--- config.mk ---
export PLATFORM = sky130hd
export DESIGN_NAME = alu_ctrl_stage_flat
export DESIGN_NICKNAME = d
export VERILOG_FILES = /design/src/rtl/alu_ctrl_stage_if.sv /design/src/rtl/alu_ctrl_stage.sv /design/src/flat_wrapper.sv
export SDC_FILE = /design/constraint.sdc
export NUM_CORES = 1
export LEC_CHECK = 0
export ABC_AREA = 0
export ABC_CLOCK_PERIOD_IN_PS = 1700
export CORE_ASPECT_RATIO = 0.5
export CORE_MARGIN = 2
export CORE_UTILIZATION = 46
export CTS_BUF_LIST = sky130_fd_sc_hd__clkbuf_4
export DETAILED_ROUTE_END_ITERATION = 10
export PLACE_DENSITY = 0.74
export SYNTH_ARGS = -nofsm -noshare
export SYNTH_HDL_FRONTEND = slang
export SYNTH_SLANG_ARGS = --single-unit
--- constraint.sdc ---
create_clock -name clk -period 1.7 [get_ports clk]
set_clock_uncertainty 0.15 [all_clocks]
set_input_delay 0.51 -clock clk [delete_from_list [all_inputs] [get_ports clk]]
set_output_delay 0.51 -clock clk [all_outputs]
set_load 0.1 [all_outputs]
--- src/rtl/alu_ctrl_stage_if.sv ---
`default_nettype none
// ============================================================================
// Module   : alu_ctrl_stage_if
// Brief    : Decode-side and ALU-side handshake bundle for alu_ctrl_stage.
// Revision : 1.0
// ============================================================================
interface alu_ctrl_stage_if #(
  parameter int DATA_W = 32,
  parameter int OP_W   = 4,
  parameter int CMD_W  = 4
);
  logic              in_valid;
  logic              in_ready;
  logic [OP_W-1:0]   Op_from_control;
  logic [5:0]        fonction;
  logic [DATA_W-1:0] reg1;
  logic [DATA_W-1:0] reg2;
  logic              out_valid;
  logic              out_ready;
  logic [CMD_W-1:0]  ctrl_command;
  logic [DATA_W-1:0] outreg1;
  logic [DATA_W-1:0] outreg2;
  logic              out_illegal;

  // Environment side: issues decode bundles and consumes ALU commands.
  modport master (
    output in_valid, Op_from_control, fonction, reg1, reg2, out_ready,
    input  in_ready, out_valid, ctrl_command, outreg1, outreg2, out_illegal
  );

  // Stage side.
  modport slave (
    input  in_valid, Op_from_control, fonction, reg1, reg2, out_ready,
    output in_ready, out_valid, ctrl_command, outreg1, outreg2, out_illegal
  );
endinterface
`default_nettype wire

--- src/rtl/alu_ctrl_stage.sv ---
`default_nettype none
// ============================================================================
// Module   : alu_ctrl_stage
// Brief    : Decodes opcode/funct into an ALU command and registers it with
//            its operands behind a two-entry (OUT + SKID) valid/ready buffer.
// Revision : 1.0
// ============================================================================
module alu_ctrl_stage #(
  parameter int DATA_W = 32,
  parameter int OP_W   = 4,
  parameter int CMD_W  = 4
) (
  input  logic               clk,
  input  logic               rst_n,
  input  logic               flush,
  alu_ctrl_stage_if.slave    bus
);

  localparam logic [CMD_W-1:0] CMD_ADD = CMD_W'(0);
  localparam logic [CMD_W-1:0] CMD_SUB = CMD_W'(1);
  localparam logic [CMD_W-1:0] CMD_MUL = CMD_W'(2);
  localparam logic [CMD_W-1:0] CMD_AND = CMD_W'(3);
  localparam logic [CMD_W-1:0] CMD_OR  = CMD_W'(4);
  localparam logic [CMD_W-1:0] CMD_XOR = CMD_W'(5);
  localparam logic [CMD_W-1:0] CMD_NOR = CMD_W'(6);
  localparam logic [CMD_W-1:0] CMD_SLT = CMD_W'(7);
  localparam logic [CMD_W-1:0] CMD_SLL = CMD_W'(8);
  localparam logic [CMD_W-1:0] CMD_SRL = CMD_W'(9);

  localparam logic [OP_W-1:0] OPC_ADD   = OP_W'(0);
  localparam logic [OP_W-1:0] OPC_SUB   = OP_W'(1);
  localparam logic [OP_W-1:0] OPC_MUL   = OP_W'(2);
  localparam logic [OP_W-1:0] OPC_AND   = OP_W'(3);
  localparam logic [OP_W-1:0] OPC_OR    = OP_W'(4);
  localparam logic [OP_W-1:0] OPC_RTYPE = OP_W'(5);

  localparam logic [5:0] FN_ADD = 6'h20;
  localparam logic [5:0] FN_SUB = 6'h22;
  localparam logic [5:0] FN_MUL = 6'h18;
  localparam logic [5:0] FN_AND = 6'h24;
  localparam logic [5:0] FN_OR  = 6'h25;
  localparam logic [5:0] FN_XOR = 6'h26;
  localparam logic [5:0] FN_NOR = 6'h27;
  localparam logic [5:0] FN_SLT = 6'h2A;
  localparam logic [5:0] FN_SLL = 6'h00;
  localparam logic [5:0] FN_SRL = 6'h02;

  typedef enum logic [1:0] {
    ST_EMPTY = 2'd0,
    ST_ONE   = 2'd1,
    ST_FULL  = 2'd2
  } state_t;

  typedef struct packed {
    logic [CMD_W-1:0]  cmd;
    logic              illegal;
    logic [DATA_W-1:0] op1;
    logic [DATA_W-1:0] op2;
  } entry_t;

  state_t           state_q, state_d;
  entry_t           out_q, out_d;
  entry_t           skid_q, skid_d;
  entry_t           in_entry;
  logic [CMD_W-1:0] dec_cmd;
  logic             dec_illegal;
  logic             in_ready;
  logic             out_valid;
  logic             accept;
  logic             consume;

  // Unknown opcodes and unknown R-type functs both fall back to ADD, flagged.
  always_comb begin
    dec_cmd     = CMD_ADD;
    dec_illegal = 1'b0;
    case (bus.Op_from_control)
      OPC_ADD:   dec_cmd = CMD_ADD;
      OPC_SUB:   dec_cmd = CMD_SUB;
      OPC_MUL:   dec_cmd = CMD_MUL;
      OPC_AND:   dec_cmd = CMD_AND;
      OPC_OR:    dec_cmd = CMD_OR;
      OPC_RTYPE: begin
        case (bus.fonction)
          FN_ADD:  dec_cmd = CMD_ADD;
          FN_SUB:  dec_cmd = CMD_SUB;
          FN_MUL:  dec_cmd = CMD_MUL;
          FN_AND:  dec_cmd = CMD_AND;
          FN_OR:   dec_cmd = CMD_OR;
          FN_XOR:  dec_cmd = CMD_XOR;
          FN_NOR:  dec_cmd = CMD_NOR;
          FN_SLT:  dec_cmd = CMD_SLT;
          FN_SLL:  dec_cmd = CMD_SLL;
          FN_SRL:  dec_cmd = CMD_SRL;
          default: dec_illegal = 1'b1;
        endcase
      end
      default:   dec_illegal = 1'b1;
    endcase
  end

  always_comb begin
    in_entry.cmd     = dec_cmd;
    in_entry.illegal = dec_illegal;
    in_entry.op1     = bus.reg1;
    in_entry.op2     = bus.reg2;
  end

  // Ready and valid come straight from the state register, so out_ready
  // never reaches in_ready combinationally.
  assign in_ready  = (state_q != ST_FULL);
  assign out_valid = (state_q != ST_EMPTY);
  assign accept    = bus.in_valid & in_ready;
  assign consume   = out_valid & bus.out_ready;

  always_comb begin
    state_d = state_q;
    out_d   = out_q;
    skid_d  = skid_q;
    case (state_q)
      ST_EMPTY: begin
        if (accept) begin
          out_d   = in_entry;
          state_d = ST_ONE;
        end
      end
      ST_ONE: begin
        if (accept && consume) begin
          out_d = in_entry;
        end else if (accept) begin
          skid_d  = in_entry;
          state_d = ST_FULL;
        end else if (consume) begin
          state_d = ST_EMPTY;
        end
      end
      ST_FULL: begin
        // SKID is always the older entry, so it moves up before any new input.
        if (consume) begin
          out_d   = skid_q;
          state_d = ST_ONE;
        end
      end
      default: state_d = ST_EMPTY;
    endcase
    if (flush) begin
      state_d = ST_EMPTY;
    end
  end

  always_ff @(posedge clk or negedge rst_n) begin
    if (!rst_n) begin
      state_q <= ST_EMPTY;
      out_q   <= '0;
      skid_q  <= '0;
    end else begin
      state_q <= state_d;
      out_q   <= out_d;
      skid_q  <= skid_d;
    end
  end

  assign bus.in_ready     = in_ready;
  assign bus.out_valid    = out_valid;
  assign bus.ctrl_command = out_q.cmd;
  assign bus.out_illegal  = out_q.illegal;
  assign bus.outreg1      = out_q.op1;
  assign bus.outreg2      = out_q.op2;

endmodule
`default_nettype wire

--- src/flat_wrapper.sv ---
// flat-port wrapper written by rule: the top's interface ports become plain ports
module alu_ctrl_stage_flat 
#(
  parameter int DATA_W = 32,
  parameter int OP_W   = 4,
  parameter int CMD_W  = 4
)
  (clk, rst_n, flush, bus_in_valid, bus_Op_from_control, bus_fonction, bus_reg1, bus_reg2, bus_out_ready, bus_in_ready, bus_out_valid, bus_ctrl_command, bus_outreg1, bus_outreg2, bus_out_illegal);
  alu_ctrl_stage_if #(.DATA_W(DATA_W), .OP_W(OP_W), .CMD_W(CMD_W)) bus_i ();
  input  logic clk;
  input  logic rst_n;
  input  logic flush;
  input wire logic [$bits(bus_i.in_valid)-1:0] bus_in_valid;
  input wire logic [$bits(bus_i.Op_from_control)-1:0] bus_Op_from_control;
  input wire logic [$bits(bus_i.fonction)-1:0] bus_fonction;
  input wire logic [$bits(bus_i.reg1)-1:0] bus_reg1;
  input wire logic [$bits(bus_i.reg2)-1:0] bus_reg2;
  input wire logic [$bits(bus_i.out_ready)-1:0] bus_out_ready;
  output wire logic [$bits(bus_i.in_ready)-1:0] bus_in_ready;
  output wire logic [$bits(bus_i.out_valid)-1:0] bus_out_valid;
  output wire logic [$bits(bus_i.ctrl_command)-1:0] bus_ctrl_command;
  output wire logic [$bits(bus_i.outreg1)-1:0] bus_outreg1;
  output wire logic [$bits(bus_i.outreg2)-1:0] bus_outreg2;
  output wire logic [$bits(bus_i.out_illegal)-1:0] bus_out_illegal;
  assign bus_i.in_valid = bus_in_valid;
  assign bus_i.Op_from_control = bus_Op_from_control;
  assign bus_i.fonction = bus_fonction;
  assign bus_i.reg1 = bus_reg1;
  assign bus_i.reg2 = bus_reg2;
  assign bus_i.out_ready = bus_out_ready;
  assign bus_in_ready = bus_i.in_ready;
  assign bus_out_valid = bus_i.out_valid;
  assign bus_ctrl_command = bus_i.ctrl_command;
  assign bus_outreg1 = bus_i.outreg1;
  assign bus_outreg2 = bus_i.outreg2;
  assign bus_out_illegal = bus_i.out_illegal;
  alu_ctrl_stage #(.DATA_W(DATA_W), .OP_W(OP_W), .CMD_W(CMD_W)) u_core (.clk(clk), .rst_n(rst_n), .flush(flush), .bus(bus_i));
endmodule
Word level (Yosys, flattened, before mapping)
Cells that the tools add are included.

Flip-flop bits (word level): 140. Output and inout port bits: 71. Word-level logic and storage cells: 62. Input port bits: 79.

Reductions and logical operators: 11. Multiplexer cells: 15. Equal/unequal tests: 24. Bitwise operators: 3.

Operators with widths (number): 2-to-1 mux 69 bit (3); one-hot mux 69 bit (3 select lines) (1); equality test 6 bit, second input constant (7); one-hot mux 4 bit (9 select lines) (1); one-hot mux 4 bit (5 select lines) (1); 2-to-1 mux 2 bit (6); OR reduction 10 bit (1); equality test 4 x 2 -> 1 bit, second input constant (2); equality test 4 x 3 -> 1 bit, second input constant (2); AND reduction 4 bit (2); equality test 6 x 2 -> 1 bit, second input constant (1); equality test 6 x 5 -> 1 bit, second input constant (1); logical NOT 6 bit (1); != test 2 x 1 -> 1 bit, second input constant (3); != test 3 x 2 -> 1 bit, second input constant (2); one-hot mux 2 bit (3 select lines) (1); OR reduction 5 bit (1); equality test 4 x 1 -> 1 bit, second input constant (1); logical NOT 4 bit (1); != test 4 x 2 -> 1 bit, second input constant (1); != test 3 bit, second input constant (1); AND reduction 3 bit (1); nonzero test 3 bit (1); bitwise AND 1 bit (2); other kinds (9) (9).

Depth between registers and ports, before layout
Gate-level depths: netlist of the first run.

Depth in word-level cells: 7. Mapped depth: 8. Depth with buffers taken out: 6.

Least setup slack after synthesis of the first run
No wires, ideal clock.

Kind: register to output. Start: reg u_core.state_q[1]. End: out bus_in_ready. Data required time: 1.040 ns. Arrival time: 1.808 ns. Slack: -0.768 ns. Buffers on the path: 2. Cell stages (with the launch flop): 5. Cell sequence: dfrtp_1 > nor2b_1 > buf_2 > inv_2 > clkbuf_1.

Word-level cells in the longest chain between the ends: 1.

Ends and longest elaborated chain: from (decl) (line alu_ctrl_stage.sv:61) `state_t state_q, state_d;`; from (signal assigned) (line alu_ctrl_stage.sv:156) `state_q <= state_d;`; != test 2 bit (line alu_ctrl_stage.sv:110) `assign in_ready = (state_q != ST_FULL);`; to (decl) (line flat_wrapper.sv:19) `output wire logic [$bits(bus_i.in_ready)-1:0] bus_in_ready;`.

Every way passes these cells.

Worst setup path after layout of the first run
Start: reg u_core.state_q[0]. End: out bus_in_ready.

Same word-level chain as after synthesis.

==> summary.md, run 1 <==
The achievable clock frequency came out at 484 MHz. The count of final hold-check violations is 0. The final instance count without filler cells came out at 987. The worst setup path is captured at a primary output. The run gives 655 as the number of nets produced by synthesis. The startpoint identified for the worst register-to-register timing path is u_core.state_q[1]. The worst-case reg-to-reg path depth works out to 7. The number of vias per cell after detailed routing was 5.52; the placement row count was 29. The repair_antennas step left the layout with diodes totalling 0.

The total number of clock tree sinks is 140, and the power density relative to cell area is 1180 nW/um^2. The endpoint of the lowest-slack register-to-register path was u_core.skid_q[31]. After clock tree synthesis, the clock-pin slew on the worst setup and hold paths is 0.13 ns. The gate count after technology mapping is 576, and the overall routed net length is 19,800 microns. The maximum number of pins on one net before global-route repair is 70. Including well taps, the total number of placed cells is 893. The fraction of final layout cells with drive strength greater than 1 was 38.9%; the fraction of the yosys area taken by sequential cells was 58.5%. Setup repair after global routing could not meet its margin everywhere.

The logs give 5,189 for the number of global-route vias before repair and 207 for the final-report setup violation count. First-pass iteration count of the detailed router: 5. The setup path with the least slack is of type register to primary output.

The detail route stage leaves a number of antenna-violating nets equal to 0. Critical path required time: 1.04 ns. TritonCTS built the clock tree. The initial utilization of the core area, before any placement, comes to 47.2%. Compared with the post-synthesis result, the final layout area differs by 72.2%. The final reports fail on negative setup slack. The time the final worst path needs with I/O delays and setup is 2.07 ns. In this run the worst hold path is classified as primary input to asynchronous set/reset pin. After synthesis, the netlist uses 37 different library cells.

The run gives 2 as the maximum clock path buffer count. IR analysis of the VDD net gives a maximum drop of 0.701 mV. Dividing the detail-routed wire length by the instance count gives 20.0 microns. The first global-routing pass estimated 25,400 microns of wire. STA classifies the critical path startpoint as a register. CTS placed an instance of sky130_fd_sc_hd__clkbuf_4 at the clock tree root.

The mapped netlist covers 5990 sq um. The count of buffers added on input and output ports is 149. The number of antenna violations at the first check in global routing was 0; the area of the placeable core was 12,700 sq um. The average footprint of a synthesized cell is 10.4 sq um. The die outline width is 165 microns, and the total via count after detailed routing is 5,449.

For the overall track demand over capacity in global routing, the log shows 23.3%. Across all hold checks on the routed design, the worst slack comes to 0.254 ns. The logs give -0.27 ns for the register-to-register setup slack and 76.1% for the normalized max-slew margin. Summed over all nets, the half-perimeter wirelength after detailed placement is 9820 microns. The flow ran to the end, but the final reports show violations. The number of H-tree branching levels was 4; the reported leakage power was 0.00455 uW. The worst path uses 122% of the clock period. The boundary pin count is 150. At the end of the flow, the number of nets in the layout was 884. In this run the vertical extent of the chip is 84.7 microns. The die covers 14,000 sq um. For the pin with the worst max-slew slack, the measured transition is 0.358 ns. Worst-case setup margin in the final layout: -0.366 ns.

The number of pins with negative max-slew slack in the final report is 0, and the first-iteration detailed-routing DRC count is 384. For the latest clock arrival within the worst-skew pair, the log shows 0.54 ns. The run gives 1.41 ns as the arrival time at the worst endpoint. The run gives 0 as the count of maximum capacitance violations.

DRC violations left: 0. During synthesis, Yosys emitted a total of 0 warnings. TritonCTS buffer count: 17. After routing, the total negative slack on setup checks comes to -34.04 ns.

In this run, synthesis produced a sequential element count of 140. Along the worst path, the maximum fanout reaches 3. The overall overflow remaining after global route is 0, and the global placement routability congestion is 0.783.
-- report_power, final --
part | switching [uW] | internal (uW)
Sequential | 565 | 4020
Combinational | 2780 | 2210
Clock | 1300 | 1340
Total | 4640 | 7570
-- state kept, by name, indices dropped and copies added, names as in the netlist --
| signal | flops |
|---|---|
| u_core.state_q | 2 |
| u_core.bus.outreg1 | 32 |
| u_core.bus.outreg2 | 32 |
| u_core.bus.ctrl_command | 4 |
| u_core.skid_q | 69 |
| u_core.bus.out_illegal | 1 |
-- metal layers --
metal / global-route usage [%] / part of all wire [%]
met5: 0 / 0
met4: 7.13 / 1.9
met3: 4.79 / 4.7
met2: 39.6 / 50
met1: 30.4 / 43
-- cells by family (layout without fill, tap and decap cells) --
logic type / after synthesis / in the layout / share of synthesized area, %
AND/OR/NAND/NOR: 238 / 238 / 16.3
flip-flops: 140 / 140 / 58.5
AO/OA/AOI/OAI: 89 / 91 / 9.63
multiplexers: 67 / 67 / 12.6
buffers and inverters: 42 / 281 / 3.05
-- critical path, cell delays in order (launching register included) --
cell and delay, ns:
sky130_fd_sc_hd__dfrtp_2 0.46, sky130_fd_sc_hd__nor2b_4 0.17, sky130_fd_sc_hd__inv_4 0.07, sky130_fd_sc_hd__buf_12 0.17
-- cell usage in the layout, fill, tap and decap left out, types with 2 or more instances in the layout --
| cell type | netlist | layout |
|---|---|---|
| sky130_fd_sc_hd__mux2_4 | 0 | 52 |
| sky130_fd_sc_hd__nor2_1 | 75 | 60 |
| sky130_fd_sc_hd__a22o_4 | 0 | 3 |
| sky130_fd_sc_hd__clkinv_2 | 0 | 2 |
| sky130_fd_sc_hd__dfrtp_1 | 140 | 136 |
| sky130_fd_sc_hd__inv_6 | 0 | 3 |
| sky130_fd_sc_hd__o21ai_0 | 4 | 3 |
| sky130_fd_sc_hd__dfrtp_2 | 0 | 4 |
| sky130_fd_sc_hd__nand2b_4 | 1 | 4 |
| sky130_fd_sc_hd__inv_1 | 2 | 2 |
| sky130_fd_sc_hd__buf_4 | 0 | 55 |
| sky130_fd_sc_hd__a31oi_1 | 68 | 57 |
| sky130_fd_sc_hd__a21oi_1 | 7 | 7 |
| sky130_fd_sc_hd__buf_12 | 0 | 84 |
| sky130_fd_sc_hd__clkdlybuf4s50_1 | 0 | 67 |
| sky130_fd_sc_hd__nor3_1 | 2 | 2 |
| sky130_fd_sc_hd__a31oi_4 | 0 | 8 |
| sky130_fd_sc_hd__nand2b_1 | 5 | 2 |
| sky130_fd_sc_hd__clkinv_4 | 0 | 3 |
| sky130_fd_sc_hd__or4_4 | 1 | 2 |
| sky130_fd_sc_hd__clkbuf_16 | 0 | 12 |
| sky130_fd_sc_hd__o211ai_1 | 2 | 2 |
| sky130_fd_sc_hd__nor2_2 | 0 | 10 |
| sky130_fd_sc_hd__a31oi_2 | 1 | 4 |
| sky130_fd_sc_hd__buf_16 | 0 | 3 |
| sky130_fd_sc_hd__buf_6 | 0 | 13 |
| sky130_fd_sc_hd__nor2b_4 | 0 | 4 |
| sky130_fd_sc_hd__clkbuf_4 | 0 | 18 |
| sky130_fd_sc_hd__nor2_4 | 0 | 5 |
| sky130_fd_sc_hd__dlygate4sd2_1 | 0 | 8 |
| sky130_fd_sc_hd__mux2_2 | 47 | 14 |
| sky130_fd_sc_hd__buf_8 | 0 | 2 |
| sky130_fd_sc_hd__nand2_1 | 140 | 140 |
| sky130_fd_sc_hd__bufinv_16 | 0 | 5 |
-- synthesized netlist by cell type (all sizes together) --
master | n | share of area, %
buf | 21 | 1.7
nor3 | 2 | 0.17
o21ai | 4 | 0.33
nand3b | 1 | 0.13
a21oi | 7 | 0.58
o211ai | 2 | 0.25
mux2i | 1 | 0.17
nor3b | 1 | 0.13
or2 | 1 | 0.10
nor4b | 1 | 0.15
inv | 3 | 0.19
nor4 | 1 | 0.10
or3b | 1 | 0.19
dfrtp | 140 | 58
nand2b | 6 | 0.75
or3 | 1 | 0.10
nand2 | 140 | 8.8
o22a | 1 | 0.15
nor2 | 75 | 4.7
a32oi | 1 | 0.15
nor2b | 5 | 0.56
a31oi | 69 | 7.3
a211o | 1 | 0.15
a41oi | 2 | 0.42
a22o | 1 | 0.15
o311ai | 1 | 0.15
or4 | 3 | 0.44
mux2 | 66 | 12
clkbuf | 18 | 1.1
-- worst max path at each step --
stage,from,cells after the start,slack (ns),endpoint
2_1_floorplan,bus_Op_from_control[3],4,-0.16,u_core.bus.out_illegal
3_3_place_gp,bus_fonction[3],6,-0.69,u_core.bus.out_illegal
3_5_place_dp,bus_fonction[3],6,-0.79,u_core.bus.out_illegal
4_1_cts,u_core.state_q[0],2,-0.36,bus_out_valid
5_1_grt,u_core.state_q[0],2,-0.40,bus_out_valid
6_report,u_core.state_q[0],3,-0.37,bus_in_ready
-- per-stage QoR --
step	util [%]	area (sq um)	setup slack, ns	power, uW
after floorplan	-	6060	-0.155	7000
after global placement	68.5	8700	-0.693	8710
after detailed placement	68.5	8700	-0.790	8820
after CTS	74.2	9430	-0.357	11600
after global routing	81.3	10300	-0.396	12600
final	81.3	10300	-0.366	12200
-- timing repair --
| item | 4_1_cts | 5_1_grt |
|---|---|---|
| buffers inserted | 21 | 24 |
| hold endpoints to repair | 135 | 0 |
| setup endpoints to repair | 93 | 192 |
| hold buffers | 1 | 0 |
| pin swaps | 6 | 5 |
| gates resized for setup | 30 | 111 |
| gates cloned | 6 | 14 |
-- layout make-up --
class / instances / area, sq um
timing repair buffer: 247 / 3420
tap: 170 / 213
clock buffer: 18 / 135
inverter: 3 / 13.8
clock inverter: 13 / 213
fill: 709 / 2380
sequential: 140 / 3510
multi-input combinational: 396 / 2820
Power figures use the tool's default switching activity.
==> run 2, diff against run 1 <==
--- a/config.mk
+++ b/config.mk
@@ -11,6 +11,7 @@
 export CORE_MARGIN = 2
 export CORE_UTILIZATION = 46
 export CTS_BUF_LIST = sky130_fd_sc_hd__clkbuf_4
+export CTS_CLUSTER_SIZE = 25
 export DETAILED_ROUTE_END_ITERATION = 10
 export PLACE_DENSITY = 0.74
 export SYNTH_ARGS = -nofsm -noshare
==> results of run 2 <==
Final layout, timing and power as in run 1 (identical DEF).
==> run 3, diff against run 2 <==
--- a/config.mk
+++ b/config.mk
@@ -7,13 +7,11 @@
 export LEC_CHECK = 0
 export ABC_AREA = 0
 export ABC_CLOCK_PERIOD_IN_PS = 1700
-export CORE_ASPECT_RATIO = 0.5
 export CORE_MARGIN = 2
-export CORE_UTILIZATION = 46
-export CTS_BUF_LIST = sky130_fd_sc_hd__clkbuf_4
+export CORE_UTILIZATION = 44
 export CTS_CLUSTER_SIZE = 25
 export DETAILED_ROUTE_END_ITERATION = 10
-export PLACE_DENSITY = 0.74
+export PLACE_DENSITY = 0.72
 export SYNTH_ARGS = -nofsm -noshare
 export SYNTH_HDL_FRONTEND = slang
 export SYNTH_SLANG_ARGS = --single-unit
==> summary.md, run 3 (synthesis results as in run 1) <==
The run gives 132 (was 207) as the final-report setup violation count. The logs give 513 MHz (was 484 MHz) for the achievable clock frequency and 1.29 ns (was 1.41 ns) for the arrival time at the worst endpoint. The area added between synthesis and finish is 77.2% (was 72.2%), and the maximum fanout count along the critical path is 4 (was 3). The tools report the overall routed net length as 20,300 microns (was 19,800 microns). The overall track demand over capacity in global routing came out at 24.7% (was 23.3%). The worst-case reg-to-reg path depth came out at 7 (unchanged). The fraction of final layout cells with drive strength greater than 1 came out at 40.0% (was 38.9%). The DRC violations left was 0 (unchanged). End point of the worst hold path: u_core.skid_q[28].

The total via count after detailed routing was 5,541 (was 5,449). The tools report the final design utilization as 79.9% (was 81.3%). The area of the placeable core is 13,300 sq um (was 12,700 sq um).

The vertical die dimension was 121 microns (was 84.7 microns); the number of antenna violations at the first check in global routing was 0 (unchanged). The power density relative to cell area came out at 1270 nW/um^2 (was 1180 nW/um^2). The average wire per cell in the routed design works out to 20.5 microns (was 20.0 microns).

For the final setup TNS, the log shows -15.68 ns (was -34.04 ns). The logs give 0 (unchanged) for the number of pins with negative max-slew slack in the final report and 10,500 microns (was 9820 microns) for the half-perimeter wire length after placement. The final-stage net count came out at 881 (was 884). The tools report the origin of the critical flop-to-flop path as u_core.state_q[1] (unchanged). The number of antenna repair diodes came out at 0 (unchanged). The flow ran to the end, but the final reports show violations. The flip-flop count of the largest register, all copies and words added was 69 (unchanged); the die outline area was 14,600 sq um (was 14,000 sq um). The count of maximum capacitance violations was 0 (unchanged); the combined flip-flop and latch cell area was 3520 sq um (was 3510 sq um). The category of the critical setup timing path is register to primary output (unchanged).

The number of filler cells placed in the layout was 733 (was 709). The tools report the area used by multi-input combinational logic as 2650 sq um (was 2820 sq um). The time the final worst path needs with I/O delays and setup came out at 1.95 ns (was 2.07 ns).

The tools report the latest clock arrival within the worst-skew pair as 0.42 ns (was 0.54 ns). The register-to-register setup slack was -0.21 ns (was -0.27 ns); the number of vias per cell after detailed routing was 5.59 (was 5.52). The initial core utilization was 45.1% (was 47.2%).

The maximum vdd drop is 0.647 mV (was 0.701 mV), and the die outline width is 121 microns (was 165 microns). The number of global-route vias before repair came out at 5,383 (was 5,189). The tools report the overall overflow remaining after global route as 0 (unchanged). The tools report the type of origin of the critical path as a register (unchanged). The first-iteration detailed-routing DRC count is 574 (was 384), and the global-route wire length before repair is 27,700 microns (was 25,400 microns).

The run gives 17 (unchanged) as the TritonCTS buffer count. For the final hold slack, the log shows 0.347 ns (was 0.254 ns). The CTS clock-pin slew for the worst setup and hold paths came out at 0.06 ns (was 0.13 ns).

The tools report the first-pass iteration count of the detailed router as 6 (was 5). Top register by number of flip-flops: u_core.skid_q (unchanged). The classification of the worst-slack hold path is register to register (was primary input to asynchronous set/reset pin).

The critical path launch point is u_core.state_q[0] (unchanged). The tools report the critical path required time as 1.04 ns (about the same). Number of H-tree branching levels: 4 (unchanged). The run gives 0.811 (was 0.783) as the global placement routability congestion.

Total number of clock tree sinks: 140 (unchanged). The maximum number of pins on one net before global-route repair is 57 (was 70), and the normalized max-slew margin is 78.4% (was 76.1%). The maximum clock path buffer count was 2 (unchanged). The final critical-path share of the clock period was 115% (was 122%). The endpoint of the lowest-slack register-to-register path is u_core.skid_q[55] (was u_core.skid_q[31]). The tools report the hold path startpoint as u_core.skid_q[28].

For the worst-case setup margin in the final layout, the log shows -0.248 ns (was -0.366 ns). The transition time at the pin with the least slew margin came out at 0.321 ns (was 0.358 ns). Cell at the root of the clock tree: sky130_fd_sc_hd__clkbuf_16 (was sky130_fd_sc_hd__clkbuf_4). The tools report the placement row count as 42 (was 29). Violations in the final reports: negative setup slack (unchanged).

The sort of element at the end of the critical path was a primary output (unchanged). TritonCTS built the clock tree. The boundary pin count came out at 150 (unchanged). Highest-count cells in the layout ignoring fill and taps: sky130_fd_sc_hd__nand2_1, sky130_fd_sc_hd__dfrtp_1, sky130_fd_sc_hd__buf_12 (unchanged). The number of input and output port buffers inserted works out to 149 (unchanged). The count of antenna-violating nets left after detailed routing is 0 (unchanged). For the count of final hold-check violations, the log shows 0 (unchanged).

The minimum setup slack after placement is -0.848 ns (was -0.790 ns). Setup repair after global routing could not meet its margin everywhere. The tools report the reported leakage power as 0.00467 uW (was 0.00455 uW). The worst hold path cell count came out at 1. The most common library cell in the layout ignoring fill and taps was sky130_fd_sc_hd__nand2_1 (unchanged).
## run 3: cell type report
type / count / area share, %
Clock inverter: 11 / 1.56
Inverter: 3 / 0.130
Multi-Input combinational cell: 394 / 24.9
Timing Repair Buffer: 246 / 33.7
Clock buffer: 21 / 4.43
Tap cell: 176 / 2.07
Sequential cell: 140 / 33.2
## run 3: timing repair
action,4_1_cts,5_1_grt
hold endpoints to repair,140,0
hold buffers,1,0
resized for setup,90,63
cloned,8,12
setup endpoints to repair,151,164
pin swaps,6,2
setup buffers,20,29
## run 3: stage by stage
| stage | instance area, sq um | std cells | total power [uW] |
|---|---|---|---|
| finish | 10600 | 991 | 13500 |
| CTS | 9920 | 954 | 13100 |
| global route | 10600 | 991 | 13900 |
| global placement | 8680 | 893 | 8700 |
| floorplan | 6060 | 576 | 7000 |
| detailed placement | 8680 | 893 | 8840 |
## run 3: worst max-delay path by stage
stage,to,cells after the start
2_1_floorplan,u_core.bus.out_illegal,4
3_3_place_gp,u_core.bus.out_illegal,5
3_5_place_dp,u_core.bus.out_illegal,6
4_1_cts,bus_out_valid,2
5_1_grt,bus_out_valid,2
6_report,bus_out_valid,2
## run 3: where the power goes
part	internal (uW)	leakage [uW]	switching [uW]	total (uW)
Sequential	4040	0.00161	588	4630
Combinational	2130	0.00275	2750	4880
Clock	2570	0.000313	1430	4000
Total	8730	0.00467	4780	13500
## run 3: metal layers
layer	track usage [%]	share of wire, %	vias to the layer above
met5	0	0	-
met4	10.0	2.5	0
met3	6.08	6.6	51
met2	41.2	51	265
met1	30.8	39	2786
li1	-	-	2439
## run 3: worst max-delay path, cell delays in order, from the launching register on
cell and delay [ns]:
sky130_fd_sc_hd__dfrtp_2 0.45, sky130_fd_sc_hd__or2_4 0.25, sky130_fd_sc_hd__buf_12 0.16
